<file path="src/rtl/uart_rx_deserializer_pkg.sv">
// UartGlobalPkg: shared types and constants for the UART receive path.
package UartGlobalPkg;

    localparam int unsigned DATA_WIDTH = 8;
    localparam logic        START_BIT  = 1'b0;
    localparam logic        STOP_BIT   = 1'b1;

    typedef enum logic [3:0] {
        DATA_BITS_5 = 4'd5,
        DATA_BITS_6 = 4'd6,
        DATA_BITS_7 = 4'd7,
        DATA_BITS_8 = 4'd8
    } dataTypeEnum;

    typedef enum logic [1:0] {
        STOP_BITS_1 = 2'd1,
        STOP_BITS_2 = 2'd2
    } stopBitEnum;

    typedef enum logic [2:0] {
        IDLE,
        STARTBIT,
        DATA,
        PARITY,
        STOP,
        LINEWAIT
    } UartReceiverStateEnum;

    // Out-of-range data-bit settings fall back to 8 bits.
    function automatic dataTypeEnum decodeDataBits(input logic [3:0] cfg);
        case (cfg)
            4'd5:    return DATA_BITS_5;
            4'd6:    return DATA_BITS_6;
            4'd7:    return DATA_BITS_7;
            default: return DATA_BITS_8;
        endcase
    endfunction

    // Anything other than 2 means a single stop bit.
    function automatic stopBitEnum decodeStopBits(input logic [1:0] cfg);
        return (cfg == 2'd2) ? STOP_BITS_2 : STOP_BITS_1;
    endfunction

endpackage

</file>
<file path="src/rtl/uart_rx_deserializer_bit_timer.sv">
// uart_rx_bit_timer: sampleTick counter within a bit plus bit-position counter.
module uart_rx_bit_timer #(
    parameter int unsigned OVERSAMPLING = 16
) (
    input  logic                            clk,
    input  logic                            reset,
    input  logic                            sampleTick,
    input  logic                            restart,
    input  logic                            nextBit,
    output logic [$clog2(OVERSAMPLING)-1:0] tickCount,
    output logic [3:0]                      bitCount
);

    // Count ticks; restart clears both counters, nextBit moves to the next bit slot.
    always_ff @(posedge clk) begin
        if (!reset) begin
            tickCount <= '0;
            bitCount  <= '0;
        end else if (sampleTick) begin
            if (restart) begin
                tickCount <= '0;
                bitCount  <= '0;
            end else if (nextBit) begin
                tickCount <= '0;
                bitCount  <= bitCount + 4'd1;
            end else begin
                tickCount <= tickCount + 1'b1;
            end
        end
    end

endmodule

</file>
<file path="src/rtl/uart_rx_deserializer.sv">
// uart_rx_deserializer: oversampled UART receiver with handshake output.
// Optional build macro UART_RX_MAJORITY_VOTE_EN: 2-of-3 vote per data/parity/stop bit.
module uart_rx_deserializer #(
    parameter int unsigned DATA_WIDTH   = UartGlobalPkg::DATA_WIDTH,
    parameter int unsigned OVERSAMPLING = 16
) (
    input  logic                  clk,
    input  logic                  reset,
    input  logic                  sampleTick,
    input  logic                  rx,
    input  logic [3:0]            cfgDataBits,
    input  logic                  cfgParityEnable,
    input  logic                  cfgParityOdd,
    input  logic [1:0]            cfgStopBits,
    output logic [DATA_WIDTH-1:0] rxData,
    output logic                  rxValid,
    input  logic                  rxReady,
    output logic                  parityError,
    output logic                  framingError,
    output logic                  breakError,
    output logic                  overrunError,
    output logic                  busy
);
    import UartGlobalPkg::*;

    localparam int unsigned CW = $clog2(OVERSAMPLING);

    logic                  rxMeta, rxSync;
    UartReceiverStateEnum  state, nextState;
    logic [CW-1:0]         tickCount;
    logic [3:0]            bitCount;
    logic                  restart, nextBit, startConfirm, frameDone;
    logic                  halfPoint, samplePoint, bitValue;
    logic                  lastDataBit, lastStopBit, firstStopLow;
    logic [DATA_WIDTH-1:0] shiftReg;
    dataTypeEnum           dataBitsLat;
    stopBitEnum            stopBitsLat;
    logic                  parityEnLat, parityOddLat;
    logic                  parityAcc, allZero, stopZero, firstStopZero;
    int unsigned           alignShift;

    uart_rx_bit_timer #(.OVERSAMPLING(OVERSAMPLING)) u_timer (
        .clk        (clk),
        .reset      (reset),
        .sampleTick (sampleTick),
        .restart    (restart),
        .nextBit    (nextBit),
        .tickCount  (tickCount),
        .bitCount   (bitCount)
    );

    assign halfPoint   = (tickCount == CW'(OVERSAMPLING / 2 - 1));
    assign samplePoint = (tickCount == CW'(OVERSAMPLING - 1));
    assign lastDataBit = (bitCount == dataBitsLat - 4'd1);
    assign lastStopBit = (stopBitsLat == STOP_BITS_2) ? (bitCount == 4'd1) : 1'b1;
    assign alignShift  = DATA_WIDTH - 32'(dataBitsLat);

    // Two-flop synchronizer on the asynchronous serial line (idle high).
    always_ff @(posedge clk) begin
        if (!reset) begin
            rxMeta <= 1'b1;
            rxSync <= 1'b1;
        end else begin
            rxMeta <= rx;
            rxSync <= rxMeta;
        end
    end

`ifdef UART_RX_MAJORITY_VOTE_EN
    logic voteA, voteB;

    // Capture the two early votes ahead of the mid-bit decision point.
    always_ff @(posedge clk) begin
        if (!reset) begin
            voteA <= 1'b1;
            voteB <= 1'b1;
        end else if (sampleTick) begin
            if (tickCount == CW'(OVERSAMPLING - 3)) voteA <= rxSync;
            if (tickCount == CW'(OVERSAMPLING - 2)) voteB <= rxSync;
        end
    end

    assign bitValue = (voteA & voteB) | (voteA & rxSync) | (voteB & rxSync);
`else
    assign bitValue = rxSync;
`endif

    // State register.
    always_ff @(posedge clk) begin
        if (!reset) state <= IDLE;
        else        state <= nextState;
    end

    // Next-state logic; every transition is qualified by sampleTick.
    always_comb begin
        nextState = state;
        if (sampleTick) begin
            case (state)
                IDLE:     if (rxSync == START_BIT) nextState = STARTBIT;
                STARTBIT: if (halfPoint) nextState = (rxSync == START_BIT) ? DATA : IDLE;
                DATA:     if (samplePoint && lastDataBit) nextState = parityEnLat ? PARITY : STOP;
                PARITY:   if (samplePoint) nextState = STOP;
                STOP:     if (samplePoint && lastStopBit)
                              nextState = (bitValue == STOP_BIT) ? IDLE : LINEWAIT;
                LINEWAIT: if (rxSync == STOP_BIT) nextState = IDLE;
                default:  nextState = IDLE;
            endcase
        end
    end

    // Timer control, start confirmation and frame-complete strobes.
    always_comb begin
        restart      = 1'b0;
        nextBit      = 1'b0;
        startConfirm = 1'b0;
        frameDone    = 1'b0;
        busy         = (state != IDLE);
        if (sampleTick) begin
            case (state)
                IDLE, LINEWAIT: restart = 1'b1;
                STARTBIT: if (halfPoint) begin
                    restart      = 1'b1;
                    startConfirm = (rxSync == START_BIT);
                end
                DATA: if (samplePoint) begin
                    restart = lastDataBit;
                    nextBit = !lastDataBit;
                end
                PARITY: if (samplePoint) restart = 1'b1;
                STOP: if (samplePoint) begin
                    restart   = lastStopBit;
                    nextBit   = !lastStopBit;
                    frameDone = lastStopBit;
                end
                default: restart = 1'b1;
            endcase
        end
    end

    // Frame datapath: cfg latch at start confirm, then shift/accumulate per sampled bit.
    always_ff @(posedge clk) begin
        if (!reset) begin
            shiftReg      <= '0;
            dataBitsLat   <= DATA_BITS_8;
            stopBitsLat   <= STOP_BITS_1;
            parityEnLat   <= 1'b0;
            parityOddLat  <= 1'b0;
            parityAcc     <= 1'b0;
            allZero       <= 1'b0;
            stopZero      <= 1'b0;
            firstStopZero <= 1'b0;
        end else if (startConfirm) begin
            shiftReg      <= '0;
            dataBitsLat   <= decodeDataBits(cfgDataBits);
            stopBitsLat   <= decodeStopBits(cfgStopBits);
            parityEnLat   <= cfgParityEnable;
            parityOddLat  <= cfgParityOdd;
            parityAcc     <= 1'b0;
            allZero       <= 1'b1;
            stopZero      <= 1'b0;
            firstStopZero <= 1'b0;
        end else if (sampleTick && samplePoint) begin
            case (state)
                DATA: begin
                    shiftReg  <= {bitValue, shiftReg[DATA_WIDTH-1:1]};
                    parityAcc <= parityAcc ^ bitValue;
                    allZero   <= allZero & ~bitValue;
                end
                PARITY: begin
                    parityAcc <= parityAcc ^ bitValue;
                    allZero   <= allZero & ~bitValue;
                end
                STOP: begin
                    stopZero <= stopZero | ~bitValue;
                    if (bitCount == 4'd0) firstStopZero <= ~bitValue;
                end
                default: ;
            endcase
        end
    end

    // The first stop bit may be the one being sampled right now (single-stop frames).
    assign firstStopLow = (bitCount == 4'd0) ? ~bitValue : firstStopZero;

    // Output register and rxValid/rxReady handshake; a new frame wins over a same-edge handshake.
    always_ff @(posedge clk) begin
        if (!reset) begin
            rxData       <= '0;
            rxValid      <= 1'b0;
            parityError  <= 1'b0;
            framingError <= 1'b0;
            breakError   <= 1'b0;
            overrunError <= 1'b0;
        end else if (frameDone) begin
            // Bits were shifted in at the MSB; realign so bit 0 lands at the LSB.
            rxData       <= shiftReg >> alignShift;
            rxValid      <= 1'b1;
            parityError  <= parityEnLat & (parityAcc != parityOddLat);
            framingError <= stopZero | ~bitValue;
            breakError   <= allZero & firstStopLow;
            overrunError <= rxValid & ~rxReady;
        end else if (rxValid && rxReady) begin
            rxValid <= 1'b0;
        end
    end

endmodule

</file>
<file path="config.mk">
export PLATFORM = sky130hd
export DESIGN_NAME = uart_rx_deserializer
export DESIGN_NICKNAME = d
export VERILOG_FILES = /design/src/rtl/uart_rx_deserializer_pkg.sv /design/src/rtl/uart_rx_deserializer_bit_timer.sv /design/src/rtl/uart_rx_deserializer.sv
export SDC_FILE = /design/constraint.sdc
export NUM_CORES = 1
export LEC_CHECK = 0
export ABC_AREA = 1
export CAP_MARGIN = 20
export CORE_MARGIN = 2
export CORE_UTILIZATION = 35
export DETAILED_ROUTE_END_ITERATION = 16
export RECOVER_POWER = 50
export SETUP_SLACK_MARGIN = 0.05
export SLEW_MARGIN = 40
export SYNTH_ARGS = -nofsm -noshare
export SYNTH_HDL_FRONTEND = slang
export SYNTH_SLANG_ARGS = --single-unit
</file>
<file path="constraint.sdc">
create_clock -name clk -period 2.8 [get_ports clk]
set_clock_uncertainty 0.15 [all_clocks]
set_input_delay 0.56 -clock clk [delete_from_list [all_inputs] [get_ports clk]]
set_output_delay 0.56 -clock clk [all_outputs]
set_load 0.01 [all_outputs]
</file>
==> results of run 1 <==
metrics by stage:
stage	hold WS (ns)	cell area, um^2	power (mW)	setup WS (ns)	instances
floorplan	0.2425	2472	1.016	0.6777	356
global placement	0.2615	2854	1.116	0.3685	475
global route	0.2901	2938	1.703	0.1132	483
CTS	0.2805	2967	1.619	0.4120	483
detailed placement	0.2583	2854	1.117	0.3754	475
finish	0.2734	2938	1.601	0.3649	483
layout make-up:
cell class                 instances  share of cell area
sequential                        46              0.3135
multi-input combinational        254              0.4446
tap                               96             0.04089
clock buffer                       5             0.02342
clock inverter                     3             0.01491
timing repair buffer              33              0.1039
inverter                          46             0.05877
per-layer routing:
layer / vias up / share of wire / GRT usage
met4: 0 / 0.016 / 0.04408
met5: - / 0 / 0
met2: 31 / 0.46 / 0.2576
met1: 1031 / 0.50 / 0.2071
li1: 1214 / - / -
met3: 9 / 0.025 / 0.03110
placed cells by master, fill, tap and decap left out, drive strengths merged:
cell and count:
o221ai 1, o211ai 1, a21oi 29, ha 5, dfxtp 46, mux2i 1, a21o 1, clkbuf 7
o2111ai 1, nand3 32, nand2 92, clkinv 2, nor3 3, xnor2 1, o21a 1, a31oi 2
o21ai 26, o21bai 1, bufinv 1, nor2 39, nand4 8, buf 5, xor2 4, clkdlybuf4s50 12
a211oi 2, dlygate4sd3 14, inv 46, nor4b 1, or2 3
flip-flops by register name (all words and copies together), names as in the netlist, 2 cells and up:
name and cells:
rxData 8, state 3, stopBitsLat 2, shiftReg 8
u_timer.tickCount 4, u_timer.bitCount 4, dataBitsLat 4
worst max-delay path, delay by kind of cell, from the launching register on:
| family | cells | cell delay, ns |
|---|---|---|
| buf+inv | 2 | 0.53 |
| fa+ha+maj | 1 | 0.18 |
| simple gates | 4 | 0.84 |
| flops | 1 | 0.38 |
| compound gates | 2 | 0.24 |
power by group:
part / leakage, nW / internal [mW] / switching (mW)
clock network: 0.0585 / 0.268 / 0.228
registers: 0.371 / 0.682 / 0.0438
logic: 0.922 / 0.144 / 0.235
total: 1.35 / 1.09 / 0.507
final timing paths:
kind,start,to,slack [ns],cells after the start
worst max register to register,u_timer.tickCount[0],shiftReg[1],0.36,9
worst min-delay path,rxMeta,bitValue,0.27,1
worst min register to register,rxMeta,bitValue,0.27,1
worst max-delay path,u_timer.tickCount[0],shiftReg[1],0.36,9
logic make-up after synthesis:
| group | after synthesis | share of synthesized area |
|---|---|---|
| simple gates | 178 | 0.3436 |
| compound gates | 65 | 0.1463 |
| buf+inv | 56 | 0.09058 |
| flops | 46 | 0.3725 |
| xor+xnor | 5 | 0.01771 |
| fa+ha+maj | 5 | 0.02530 |
| mux | 1 | 0.004049 |
==> results.txt, run 1 <==
list of most frequent post-synthesis cells - nand2_1, dfxtp_1, inv_1
max capacitance violation total - 0
Core Util, Final - 0.4300
core area - 0.006832 mm^2
Hold Vio Cnt, Final - 0
Leakage - 1.352 nW
CTS tree - done
post-DP HPWL - 4.307 mm
vias - 2,285
setup TNS - 0 ns
routed wire length - 5.663 mm
DR pass1 iterations - 4
CTS clk-pin slew, worst paths - 0.09 ns
Max IR drop VDD - 0.2536 mV
Layout fillers - 757
Async S/R FF share, synth - 0
Fmax - 410.7 MHz
Period Utilization, post-route - 0.8697
first-pass GRT wire length - 9.535 mm
average size of a mapped cell - 6.945 um^2
Hold Path Class - reg -> reg
total CTS buffers - 5
pwr dens - 545.0 mW/mm^2
H-tree levels - 2
nets - 404
max incr delay on CP - 0.48 ns
Vias/cell - 4.731
vias in the first global route - 2,152
synth-to-layout area growth - 18.83%
#FFs+latches synth - 46
unrepaired setup endpoints after global routing - no
clk_lat worst skew - 0.30 ns
clk sink count - 46
relative max-transition margin - 0.5908
register area share after synthesis - 0.3725
Final Max Slew Viols - 0
worst path cell trace - ha_1 > nand2_1 > nor2_1 > nand2_4 > nor2_4 > clkbuf_1 > a21oi_1 > o21ai_0 > inv_1
critical path peak fanout - 16
drt wl/cell - 11.72 um
num rows - 30
synthesized area - 0.002472 mm^2
Buffers on Ports - 26
number of flops mapped to enable cells by yosys - 0
WP data required - 2.85 ns
GRT Total Usage - 0.1558
Yosys cell types - 36
CP max stage cell - nor2_1
Cells after Synth - 356
DIE HEIGHT - 88.05 um
# hold bufs at CTS - 0
Least-Margin Pin Slew - 0.6115 ns
antenna violations before repair - 0
DR DRC count - 0
Post-Syn Nets - 374
Syn. warnings - 0
Post-CTS Setup Bufs - 0
CP Launch Type - flop
Seq. cell area - 920.9 um^2
clock buffer depth - 2
Remaining Overflow, GRT - 0
Setup crit end kind - flop
multi-input logic area - 0.001306 mm^2
share of the synthesized area in the top cell type - 0.3725
Die X - 88.05 um
# setup viols final - 0
antenna violation net count after detailed routing - 0
Die ar. - 0.007752 mm^2
most frequent cell after synthesis - nand2_1
Initial Util - 0.3619
root cell of the clock tree - clkbuf_8
main area contributors after synthesis - dfxtp_1, nand2_1, inv_1
largest net degree at the start of global routing - 17
fin crit period - 2.435 ns
largest area contributor in the netlist - dfxtp_1
CTS resizes - 0
WS Path Type - reg -> reg
share of layout cells above drive strength 1 - 0.08786
GP Congestion - 0.8988
Arr. time, crit path - 2.48 ns
DRT iter0 DRCs - 122
outcome - finished, final reports clean
Main synth FF type - dfxtp_1
# IOs - 27
Antenna Cells - 0
(Power assumes the default switching activity.)
==> run 2: changes to the inputs <==
--- a/config.mk
+++ b/config.mk
@@ -5,7 +5,6 @@
 export SDC_FILE = /design/constraint.sdc
 export NUM_CORES = 1
 export LEC_CHECK = 0
-export ABC_AREA = 1
 export CAP_MARGIN = 20
 export CORE_MARGIN = 2
 export CORE_UTILIZATION = 35
==> results.txt, run 2 <==
outcome - finished, final reports clean
final worst slack - 0.3677 ns
pwr dens - 395.5 mW/mm^2
WS Path Type - reg -> reg
Antenna Cells - 0
worst r2r src - u_timer.bitCount[1]
DR pass1 iterations - 4
unrepaired setup endpoints after global routing - no
P_sw - 282.1 uW
Tot Pwr - 1.151 mW
power share of the combinational group - 0.054
GP Congestion - 0.8611
Layout fillers - 693
CTS resizes - 0
fin crit period - 2.432 ns
Final Hold Slack - 0.2640 ns
Period Utilization, post-route - 0.8687
DIE HEIGHT - 87.79 um
clk_lat worst skew - 0.30 ns
Max IR drop VDD - 0.1572 mV
Die X - 87.79 um
synth-to-layout area growth - 18.38%
Final Max Slew Viols - 0
total CTS buffers - 5
num rows - 30
critical path peak fanout - 8
first-pass GRT wire length - 9.018 mm
core area - 0.006794 mm^2
Cells after Synth - 298
Setup crit end kind - flop
list of most frequent post-synthesis cells - dfxtp_1, nor2_1, nand2_1
clk sink count - 46
most frequent cells in the layout - dfxtp_1, nor2_1, nand2_1
GRT Total Usage - 0.1486
number of flops mapped to enable cells by yosys - 0
largest area contributor in the netlist - dfxtp_1
root cell of the clock tree - clkbuf_8
antenna violations before repair - 0
Arr. time, crit path - 2.53 ns
P_int - 868.5 uW
setup TNS - 0 ns
CP Launch Type - flop
Vias/cell - 4.971
hold_sp - rxMeta
largest net degree at the start of global routing - 24
max capacitance violation total - 0
# setup viols final - 0
Post-Syn Nets - 316
r2r setup slk - 0.37 ns
Leakage - 1.032 nW
multi-input logic area - 0.001405 mm^2
post-DP HPWL - 3.910 mm
Fmax - 411.1 MHz
Remaining Overflow, GRT - 0
synthesized area - 0.002457 mm^2
Main synth FF type - dfxtp_1
Hold Crit Depth - 1
relative max-transition margin - 0.6764
H-tree levels - 2
most frequent cell after synthesis - dfxtp_1
Hold Path Class - reg -> reg
#FFs+latches synth - 46
FF-to-FF End - u_timer.tickCount[2]
antenna violation net count after detailed routing - 0
routed wire length - 5.379 mm
Buffers on Ports - 26
WP data required - 2.89 ns
clock buffer depth - 2
register area share after synthesis - 0.3747
Yosys cell types - 60
post-place setup slack - 0.1869 ns
average size of a mapped cell - 8.246 um^2
CTS clk-pin slew, worst paths - 0.09 ns
Die ar. - 0.007707 mm^2
Post-CTS Setup Bufs - 0
DR DRC count - 0
Async S/R FF share, synth - 0
# IOs - 27
biggest regs - rxData x8, shiftReg x8
Least-Margin Pin Slew - 0.4786 ns
DRT iter0 DRCs - 154
Syn. warnings - 0
reg2reg path depth - 8
drt wl/cell - 12.78 um
share of the synthesized area in the top cell type - 0.3747
Hold Vio Cnt, Final - 0
nets - 342
# hold bufs at CTS - 0
most common cell after layout, fill and taps aside - dfxtp_1
Initial Util - 0.3617
main area contributors after synthesis - dfxtp_1, mux2i_1, a21oi_1
Worst Hold End - bitValue
Seq. cell area - 920.9 um^2
share of layout cells above drive strength 1 - 0.08615
vias in the first global route - 1,938
Sw Share - 0.2452
clock power share - 0.371
Seq pwr share - 0.575
CTS tree - done
vias - 2,093
==> run 2: changes by cell type in the layout (fill, tap and decap cells not counted), moves of 5 or more <==
cell,change
inv_1,-31
mux2i_1,+16
nand2_1,-58
nand2b_1,+6
nand3_1,-20
nand4_1,-6
nor3_1,+5
o21ai_0,-15
or3_1,+5
xnor2_1,+6
==> run 2: worst max-delay path, stage by stage, from the launching register on <==
cell	delay (ns)
dfxtp_1	0.40
inv_1	0.10
ha_1	0.19
nor3b_1	0.16
o21a_1	0.20
o21ba_2	0.21
a41o_1	0.29
or4b_1	0.52
a21oi_1	0.14
==> run 2: per-stage QoR <==
step / utilization / cell area (um^2) / instances
2_1_floorplan: - / 2459 / 298
3_3_place_gp: 0.4171 / 2834 / 413
3_5_place_dp: 0.4171 / 2834 / 413
4_1_cts: 0.4309 / 2928 / 421
5_1_grt: 0.4282 / 2909 / 421
6_report: 0.4282 / 2909 / 421
==> run 2: cell type report <==
| type | instances | share of cell area |
|---|---|---|
| Multi-Input combinational cell | 224 | 0.4830 |
| Sequential cell | 46 | 0.3166 |
| Timing Repair Buffer | 36 | 0.1127 |
| Tap cell | 96 | 0.04129 |
| Clock buffer | 5 | 0.02366 |
| Inverter | 11 | 0.01419 |
| Clock inverter | 3 | 0.008602 |
==> run 2: worst max-delay path by stage <==
stage / from / endpoint / slack (ns) / depth (start not counted)
floorplan: dataBitsLat[0] / u_timer.tickCount[2] / 0.17 / 10
global placement: sampleTick / rxData[3] / 0.22 / 6
detailed placement: sampleTick / u_timer.bitCount[2] / 0.19 / 7
CTS: u_timer.bitCount[1] / u_timer.tickCount[2] / 0.40 / 8
global route: u_timer.bitCount[1] / u_timer.tickCount[2] / 0.24 / 8
finish: u_timer.bitCount[1] / u_timer.tickCount[2] / 0.37 / 8
==> run 2: logic make-up (layout without fill, tap and decap cells) <==
logic type | Yosys count | count (layout) | share of synthesized area
buf+inv | 28 | 55 | 0.04888
xor+xnor | 9 | 9 | 0.03208
compound gates | 72 | 72 | 0.1945
flops | 46 | 46 | 0.3747
fa+ha+maj | 5 | 5 | 0.02546
simple gates | 120 | 120 | 0.2505
mux | 18 | 18 | 0.07383
==> run 2: per-layer routing <==
metal	wire, um	part of all wire	vias up	GRT usage
li1	-	-	1109	-
met1	2789	0.52	946	0.2034
met2	2349	0.44	31	0.2328
met3	161	0.030	7	0.02828
met4	79	0.015	0	0.05455
met5	0	0	-	0
==> run 2: power groups by stage <==
| stage | Sequential, mW | Clock (mW) | Combinational (mW) |
|---|---|---|---|
| after floorplan | 0.673 | 0 | 0.0374 |
| after global placement | 0.677 | 0 | 0.0642 |
| after detailed placement | 0.677 | 0 | 0.0645 |
| after CTS | 0.662 | 0.445 | 0.0647 |
| after global routing | 0.663 | 0.463 | 0.0690 |
| final | 0.662 | 0.426 | 0.0624 |
